[src/rtl/mem_access_pkg.sv]
// Shared definitions for the memory-stage load/store sequencer.
//   - sizing constants (word, byte, lane count, address, counter widths)
//   - sequencer state encoding
//   - lane slice / lane insert helpers (lane i = bits [8i+7:8i])
package mem_access_pkg;

  localparam int DATA_WIDTH  = 48;
  localparam int BYTE_WIDTH  = 8;
  localparam int LANES       = DATA_WIDTH / BYTE_WIDTH;
  localparam int ADDR_WIDTH  = 16;
  localparam int COUNT_WIDTH = $clog2(LANES);

  typedef enum logic [2:0] {
    IDLE,
    WRITE,
    READ,
    RDRAIN,
    DONE
  } state_e;

  // Lane index is wider than needed (values LANES..2^COUNT_WIDTH-1 exist),
  // so select by compare rather than a variable part-select that could run
  // off the top of the word.
  function automatic logic [BYTE_WIDTH-1:0] lane_slice(
    input logic [DATA_WIDTH-1:0]  word,
    input logic [COUNT_WIDTH-1:0] idx
  );
    logic [BYTE_WIDTH-1:0] b;
    b = '0;
    for (int i = 0; i < LANES; i++)
      if (idx == COUNT_WIDTH'(i)) b = word[i*BYTE_WIDTH +: BYTE_WIDTH];
    return b;
  endfunction

  function automatic logic [DATA_WIDTH-1:0] lane_insert(
    input logic [DATA_WIDTH-1:0]  word,
    input logic [COUNT_WIDTH-1:0] idx,
    input logic [BYTE_WIDTH-1:0]  b
  );
    logic [DATA_WIDTH-1:0] w;
    w = word;
    for (int i = 0; i < LANES; i++)
      if (idx == COUNT_WIDTH'(i)) w[i*BYTE_WIDTH +: BYTE_WIDTH] = b;
    return w;
  endfunction

endpackage

[src/rtl/byte_lane_select.sv]
// Picks lane[sel_i] out of a packed 48-bit word (lane 0 = lowest byte).
// Used by the store path; also usable by a vector-load path.
// Ports:
//   word_i  packed word
//   sel_i   lane index
//   byte_o  selected lane (0 when sel_i is out of range)
module byte_lane_select
  import mem_access_pkg::*;
(
  input  logic [DATA_WIDTH-1:0]  word_i,
  input  logic [COUNT_WIDTH-1:0] sel_i,
  output logic [BYTE_WIDTH-1:0]  byte_o
);

  assign byte_o = lane_slice(word_i, sel_i);

endmodule

[src/rtl/memory_access_unit.sv]
// Memory-stage load/store sequencer. Serialises a 48-bit word (or one byte)
// into byte-wide accesses to a synchronous data memory, or gathers bytes
// back into a 48-bit load result. Little-endian: lane 0 at the base address.
//
// Optional build macro MEMACC_WRAP_ERR_EN: adds rsp_err and rejects accesses
// whose last byte would run past the top of the address space (no memory
// cycles, straight to DONE, rsp_rdata cleared). Without it addresses wrap.
//
// Ports:
//   clk, reset              clock (rising edge), async active-high reset
//   req_valid/req_ready     request handshake from execute stage
//   req_write, req_byte     store/load, single-byte/full-word
//   req_addr, req_wdata     base byte address, store data
//   stall                   freeze upstream while busy or a request is pending
//   mem_addr/mem_wdata      memory byte address / write byte
//   mem_we/mem_re/mem_rdata memory strobes; read data valid cycle after mem_re
//   rsp_valid, rsp_rdata    completion pulse, load result held until next one
//   rsp_err                 (MEMACC_WRAP_ERR_EN only) address-overflow flag
module memory_access_unit
  import mem_access_pkg::*;
(
  input  logic                  clk,
  input  logic                  reset,
  input  logic                  req_valid,
  input  logic                  req_write,
  input  logic                  req_byte,
  input  logic [ADDR_WIDTH-1:0] req_addr,
  input  logic [DATA_WIDTH-1:0] req_wdata,
  output logic                  req_ready,
  output logic                  stall,
  output logic [ADDR_WIDTH-1:0] mem_addr,
  output logic [BYTE_WIDTH-1:0] mem_wdata,
  output logic                  mem_we,
  output logic                  mem_re,
  input  logic [BYTE_WIDTH-1:0] mem_rdata,
  output logic                  rsp_valid,
`ifdef MEMACC_WRAP_ERR_EN
  output logic                  rsp_err,
`endif
  output logic [DATA_WIDTH-1:0] rsp_rdata
);

  state_e                 state_q;
  logic [COUNT_WIDTH-1:0] cnt_q;
  logic [COUNT_WIDTH-1:0] last_q;
  logic [ADDR_WIDTH-1:0]  addr_q;
  logic [DATA_WIDTH-1:0]  data_q;      // store data, or load gather buffer
  logic [DATA_WIDTH-1:0]  rsp_rdata_q;

  logic [COUNT_WIDTH-1:0] req_last;
  logic [COUNT_WIDTH-1:0] cap_idx;
  logic [DATA_WIDTH-1:0]  data_cap_d;
  logic [BYTE_WIDTH-1:0]  lane_byte;
  logic                   active;

  assign req_last = req_byte ? '0 : COUNT_WIDTH'(LANES - 1);

  // Read data lags mem_re by one cycle, so the byte arriving now belongs to
  // the previous count (or to the last lane while draining).
  assign cap_idx    = (state_q == RDRAIN) ? last_q : cnt_q - COUNT_WIDTH'(1);
  assign data_cap_d = lane_insert(data_q, cap_idx, mem_rdata);

  byte_lane_select u_lane_sel (
    .word_i (data_q),
    .sel_i  (cnt_q),
    .byte_o (lane_byte)
  );

`ifdef MEMACC_WRAP_ERR_EN
  logic                  err_q;
  logic [ADDR_WIDTH:0]   end_addr;
  logic                  wrap_err;

  // Carry out of base+last means the access would cross the top address.
  assign end_addr = {1'b0, req_addr} + {{(ADDR_WIDTH+1-COUNT_WIDTH){1'b0}}, req_last};
  assign wrap_err = end_addr[ADDR_WIDTH];
  assign rsp_err  = err_q & (state_q == DONE);
`endif

  always_ff @(posedge clk or posedge reset) begin
    if (reset) begin
      state_q     <= IDLE;
      cnt_q       <= '0;
      last_q      <= '0;
      addr_q      <= '0;
      data_q      <= '0;
      rsp_rdata_q <= '0;
`ifdef MEMACC_WRAP_ERR_EN
      err_q       <= 1'b0;
`endif
    end else begin
      case (state_q)
        IDLE: begin
          if (req_valid) begin
            addr_q <= req_addr;
            last_q <= req_last;
            cnt_q  <= '0;
            // Loads start from zero so a byte load comes out zero-extended.
            data_q <= req_write ? req_wdata : '0;
`ifdef MEMACC_WRAP_ERR_EN
            if (wrap_err) begin
              err_q       <= 1'b1;
              rsp_rdata_q <= '0;
              state_q     <= DONE;
            end else begin
              err_q   <= 1'b0;
              state_q <= req_write ? WRITE : READ;
            end
`else
            state_q <= req_write ? WRITE : READ;
`endif
          end
        end
        WRITE: begin
          if (cnt_q == last_q) state_q <= DONE;
          else                 cnt_q   <= cnt_q + COUNT_WIDTH'(1);
        end
        READ: begin
          if (cnt_q != '0) data_q <= data_cap_d;
          if (cnt_q == last_q) state_q <= RDRAIN;
          else                 cnt_q   <= cnt_q + COUNT_WIDTH'(1);
        end
        RDRAIN: begin
          // Final byte goes straight into the result so it is visible in DONE.
          data_q      <= data_cap_d;
          rsp_rdata_q <= data_cap_d;
          state_q     <= DONE;
        end
        DONE:    state_q <= IDLE;
        default: state_q <= IDLE;
      endcase
    end
  end

  assign active    = (state_q == WRITE) || (state_q == READ);
  assign req_ready = (state_q == IDLE);
  assign stall     = (state_q != IDLE) | req_valid;
  assign mem_we    = (state_q == WRITE);
  assign mem_re    = (state_q == READ);
  assign mem_addr  = active ? addr_q + {{(ADDR_WIDTH-COUNT_WIDTH){1'b0}}, cnt_q} : '0;
  assign mem_wdata = (state_q == WRITE) ? lane_byte : '0;
  assign rsp_valid = (state_q == DONE);
  assign rsp_rdata = rsp_rdata_q;

endmodule

[config.mk]
export PLATFORM = sky130hd
export DESIGN_NAME = memory_access_unit
export DESIGN_NICKNAME = d
export VERILOG_FILES = /design/src/rtl/mem_access_pkg.sv /design/src/rtl/byte_lane_select.sv /design/src/rtl/memory_access_unit.sv
export SDC_FILE = /design/constraint.sdc
export NUM_CORES = 1
export LEC_CHECK = 0
export CORE_ASPECT_RATIO = 2
export CORE_MARGIN = 4
export CORE_UTILIZATION = 50
export CTS_CLUSTER_DIAMETER = 200
export CTS_CLUSTER_SIZE = 16
export DETAILED_ROUTE_END_ITERATION = 12
export PLACE_DENSITY = 0.81
export SLEW_MARGIN = 20
export SYNTH_ARGS = -nofsm -noshare
export SYNTH_HDL_FRONTEND = slang
export SYNTH_HIERARCHICAL = 1
export SYNTH_SLANG_ARGS = --single-unit
[constraint.sdc]
create_clock -name clk -period 5.65 [get_ports clk]
set_input_delay 1.13 -clock clk [delete_from_list [all_inputs] [get_ports clk]]
set_output_delay 1.13 -clock clk [all_outputs]
set_load 0.005 [all_outputs]
-- Yosys cells after proc, flatten, opt, wreduce, memory -nomap -nowiden
Cells that the tools add are included.
- add/subtract/negate cells: 3
- eq/ne operators: 20
- muxes and demuxes: 28
- bitwise logic cells: 1
- reductions and logical operators: 13
- operators with widths (kind ; number):
    48-bit two-way mux ; 3
    48-bit case mux with 3 select lines ; 1
    8-bit two-way mux ; 13
    3-bit two-way mux ; 7
    3-bit by 2-bit == test with 1-bit output (second input constant) ; 6
    16-bit by 3-bit adder with 16-bit output ; 1
    16-bit two-way mux ; 1
    3-bit == test (second input constant) ; 5
    3-bit case mux with 4 select lines ; 1
    3-bit by 1-bit == test with 1-bit output (second input constant) ; 3
    3-bit logical NOT ; 3
    3-bit AND reduction ; 3
    3-bit nonzero test ; 3
    2-bit by 1-bit != test with 1-bit output (second input constant) ; 3
    3-bit case mux with 2 select lines ; 1
    2-bit != test (second input constant) ; 2
    3-bit by 1-bit adder with 3-bit output (second input constant) ; 1
    3-bit == test ; 1
    3-bit by 1-bit subtractor with 3-bit output (second input constant) ; 1
    2-bit two-way mux ; 1
    2-bit AND reduction ; 1
    2-bit nonzero test ; 1
    2-bit OR reduction ; 1
    1-bit logical OR ; 1
    1-bit bitwise OR ; 1
- register bits after elaboration: 121
- bits of input ports: 77
- output and inout port bits: 77
- word-level logic and storage cells: 71

-- Longest topological paths before layout
- depth after elaboration: 8
- mapped depth: 8
- gate-level depth less buffers: 6

-- By module
Netlist, hierarchy kept.
- modules (own cells, without submodules) (module ; times used ; cells each ; area each (sq um) ; seq. area each (sq um)):
    memory_access_unit ; 1 ; 521 ; 5846.9 ; 2977.9
    byte_lane_select ; 1 ; 47 ; 457.9 ; 0.0

-- Least setup slack after synthesis
OpenSTA, ideal clock, no wires.
- path kind: register to output
- start: register cnt_q[1]
- end: output mem_addr[11]
- arrival: 1.741 ns
- required time: 4.520 ns
- path slack: 2.779 ns
- stages on the path, launching flop included: 6
- path buffers: 0
- cell sequence: dfrtp_1 > ha_1 > a211oi_1 > nor2_1 > a31o_2 > a21oi_1
- word-level cells in the longest chain between the ends: 2
- ends and longest elaborated chain (item ; RTL line ; text):
    from (decl) ; memory_access_unit.sv:44 ; logic [COUNT_WIDTH-1:0] cnt_q;
    from (signal assigned) ; memory_access_unit.sv:116 ; else cnt_q <= cnt_q + COUNT_WIDTH'(1);
    from (signal assigned) ; memory_access_unit.sv:121 ; else cnt_q <= cnt_q + COUNT_WIDTH'(1);
    16-bit by 3-bit adder with 16-bit output ; memory_access_unit.sv:140 ; assign mem_addr = active ? addr_q + {{(ADDR_WIDTH-COUNT_WIDTH){1'b0}}, cnt_q} : '0;
    16-bit two-way mux ; memory_access_unit.sv:140 ;
    to (decl) ; memory_access_unit.sv:31 ; output logic [ADDR_WIDTH-1:0] mem_addr,
No other way between the ends.

-- Worst setup path after layout
- start: register cnt_q[1]
- end: output mem_addr[13]
Same word-level chain as after synthesis.

==> impl_metrics.yaml <==
die:
  die_y_um: 166.8
  ioPinCount: 154
  core_mm2: 0.01227
  initial_utilization_pct: 51.40
  fp.dieArea_mm2: 0.01458
  die_x_um: 87.40
  rows: 57
worst_setup_path:
  reg2reg_from: "cnt_q[1]$_DFFE_PP0P_"
  crit_fanout: 24
  cp-startpoint: "cnt_q[1]$_DFFE_PP0P_"
  crit_type: "flop to primary output"
  endpoint: "mem_addr[13]"
  worst_setup_path_end_kind: "primary output"
  startpoint_type: "flop"
  path_cells: "ha_1 > a211oi_1 > nor2_1 > a31o_2 > a21oi_1 > clkdlybuf4s50_1"
  rrSetupSlack_ns: 2.72
  crit_path_max_incr_delay_ns: 0.92
  crit_required_ns: 4.52
  crit_slowest_cell: "dfrtp_1"
  r2r-end: "data_q[35]$_DFFE_PP0P_"
  cp.arrival_ns: 3.43
  r2r_cells: 6
cells_and_area:
  final_cell_mix: "153 x clkdlybuf4s50_1, 118 x dfrtp_1, 52 x nand2_1"
  fill_cells: 905
  area_delta_synth_final_pct: 34.51
  fin_area_mm2: 0.008481
  finalNonFillerCells: 860
  layout.nets: 784
  multi_input_area_mm2: 0.003057
  regArea_mm2: 0.002979
  layout-drive-gt1-share_pct: 13.88
  final_common_cell: "clkdlybuf4s50_1"
  n_antenna_cell: 0
timing:
  final_max_slew_viol_count: 0
  fmax_mhz: 219.1
  hold_viol: 0
  worst_pin_slew_ns: 0.8794
  finalCritPeriodShare_pct: 80.80
  relSlewSlack_pct: 41.37
  skew_ns: 0.008007
  worst_slack_ns: 1.085
  rsz0062_at_grt: "no"
  fin_crit_ns: 4.565
  setup_viol: 0
  fin_setup_tns_ns: 0
detailed_routing:
  vias_per_cell: 6.338
  wl_mm: 19.32
  wl_met3_mm: 1.316
  drc: 0
  route.met2.wl_mm: 10.69
  vias: 5451
  drt_iter0_drc: 440
  wl_met1_mm: 6.282
  highest_layer: "met4"
  wl_per_cell_um: 22.46
  ant_nets: 0
  first_pass_iters: 6
logic_synthesis:
  syn_nets: 652
  synth_seq_area_share_pct: 47.23
  yosys_most_used_dff: "dfrtp_1"
  ys_types: 58
  synth.avg_cell_area_um2: 11.10
  syn_inst: 568
  syn_area_mm2: 0.006305
  synth-seq-cells: 119
  ys_warn_count: 6
  async_flop_share_pct: 100.0
  synth-edff-count: 0
placed_design:
  dp_cells: 828
  place_congestion: 0.9030
  io_buffers: 153
  dp_hpwl_mm: 14.16
  placed_area_mm2: 0.007846
  pre_cts_ws_ns: 1.555
flow_run:
  cap_violations: 0
clock_network:
  post_cts_buffers: 0
  ctsHoldBuffers: 0
  cts_tree: "built"
  clk_path_buf_depth: 2
  root_buffer: "clkbuf_16"
  path_clk_slew_ns: 0.06
  h-tree-depth: 4
  clock_latency_ns: 0.42
  cts_buffers: 17
  clock_sinks: 119
  post_cts_resized: 0
global_routing:
  overflow: 0
  antenna_found_initial: 0
  grt_use_total_pct: 26.87
  grt_max_degree: 83
  grt_pass1_vias: 5681
  grt_pass1_wl_mm: 29.84
power:
  power_density_mw_per_mm2: 598.1
  p_leak_uw: 0.003527
  peakVddDrop_mv: 0.3779
  total_power_uw: 5072
status:
  status: "completed"
worst_hold_path:
  hold_depth: 2
  hold_path.class: "flop to flop"
-- layer usage --
| metal | up-vias | GRT usage, % |
|---|---|---|
| met3 | 76 | 5.635 |
| met4 | 0 | 14.23 |
| li1 | 2395 | - |
| met5 | - | 0 |
| met1 | 2675 | 27.48 |
| met2 | 305 | 49.01 |
-- sequential cells by signal, indices dropped and copies added, names as in the netlist --
signal	cells
last_q	1
data_q	48
rsp_rdata	48
addr_q	16
state_q	3
cnt_q	3
-- critical path, delay by kind of cell (launching register included) --
kind            cells  cell delay (ns)
simple gates        1             0.25
compound gates      3             0.94
fa+ha+maj           1             0.39
flops               1             0.92
buf+inv             1             0.53
-- worst min path at each step --
stage	to	slack, ns	startpoint
after global placement	rsp_rdata[3]$_DFFE_PP0N_	0.46	rsp_rdata[3]$_DFFE_PP0N_
after detailed placement	rsp_rdata[6]$_DFFE_PP0N_	0.47	rsp_rdata[6]$_DFFE_PP0N_
final	rsp_rdata[6]$_DFFE_PP0N_	0.48	rsp_rdata[6]$_DFFE_PP0N_
after global routing	rsp_rdata[31]$_DFFE_PP0N_	0.53	rsp_rdata[31]$_DFFE_PP0N_
after floorplan	data_q[16]$_DFFE_PP0P_	0.47	data_q[16]$_DFFE_PP0P_
after CTS	rsp_rdata[6]$_DFFE_PP0N_	0.48	rsp_rdata[6]$_DFFE_PP0N_
-- cell type report --
class                      instances  share of cell area [%]
tap                              147                   2.169
clock inverter                    13                   2.095
timing repair buffer             159                   18.59
multi-input combinational        390                   36.04
sequential                       119                   35.13
inverter                          13                  0.6344
clock buffer                      19                   5.341
-- cell families (layout without fill, tap and decap cells) --
family | count (synthesis) | count (layout) | share of synthesized area [%]
AO/OA/AOI/OAI | 168 | 168 | 20.96
XOR/XNOR | 11 | 11 | 1.826
adder cells (fa/ha/maj) | 7 | 7 | 1.508
buffers and inverters | 59 | 204 | 4.426
flip-flops | 119 | 119 | 47.23
multiplexers | 77 | 77 | 12.96
AND/OR/NAND/NOR | 127 | 127 | 11.09
-- through the flow --
stage	util (%)	hold WS [ns]
6_report	69.14	0.4757
5_1_grt	69.14	0.5312
4_1_cts	69.10	0.4827
3_5_place_dp	63.96	0.4692
3_3_place_gp	63.96	0.4626
2_1_floorplan	-	0.4730
-- where the power goes --
group / leakage (uW) / total (uW) / internal, uW / switching [uW]
Clock: 0.000308 / 1140 / 757 / 384
Sequential: 0.00153 / 1630 / 1220 / 416
Combinational: 0.00169 / 2300 / 1170 / 1130
Total: 0.00353 / 5070 / 3150 / 1930
-- cell usage after synthesis, drive strengths merged, types with 2 or more instances --
| cell | count | share of area [%] |
|---|---|---|
| xnor2 | 8 | 1.1 |
| o31ai | 3 | 0.44 |
| clkbuf | 26 | 1.5 |
| a21oi | 11 | 0.87 |
| buf | 20 | 2.1 |
| nor3b | 2 | 0.24 |
| xor2 | 3 | 0.71 |
| o2bb2ai | 48 | 6.7 |
| nand2 | 52 | 3.1 |
| o32ai | 2 | 0.87 |
| mux2 | 37 | 6.6 |
| a22oi | 48 | 5.7 |
| nand2b | 5 | 0.50 |
| inv | 13 | 0.77 |
| and2 | 11 | 1.1 |
| nand3 | 2 | 0.16 |
| o21a | 8 | 0.95 |
| o21ai | 27 | 2.1 |
| nor2 | 19 | 1.2 |
| a31o | 3 | 0.42 |
| nor3 | 12 | 1.3 |
| mux2i | 40 | 6.4 |
| ha | 6 | 1.2 |
| nand4 | 5 | 0.73 |
| nor4 | 7 | 1.2 |
| nor4b | 2 | 0.38 |
| a221oi | 8 | 1.5 |
| a211oi | 4 | 0.56 |
| or4 | 2 | 0.24 |
| dfrtp | 119 | 47 |
| or3 | 3 | 0.40 |
| a21o | 2 | 0.24 |
Note: power is estimated with default switching activity, not from simulation.
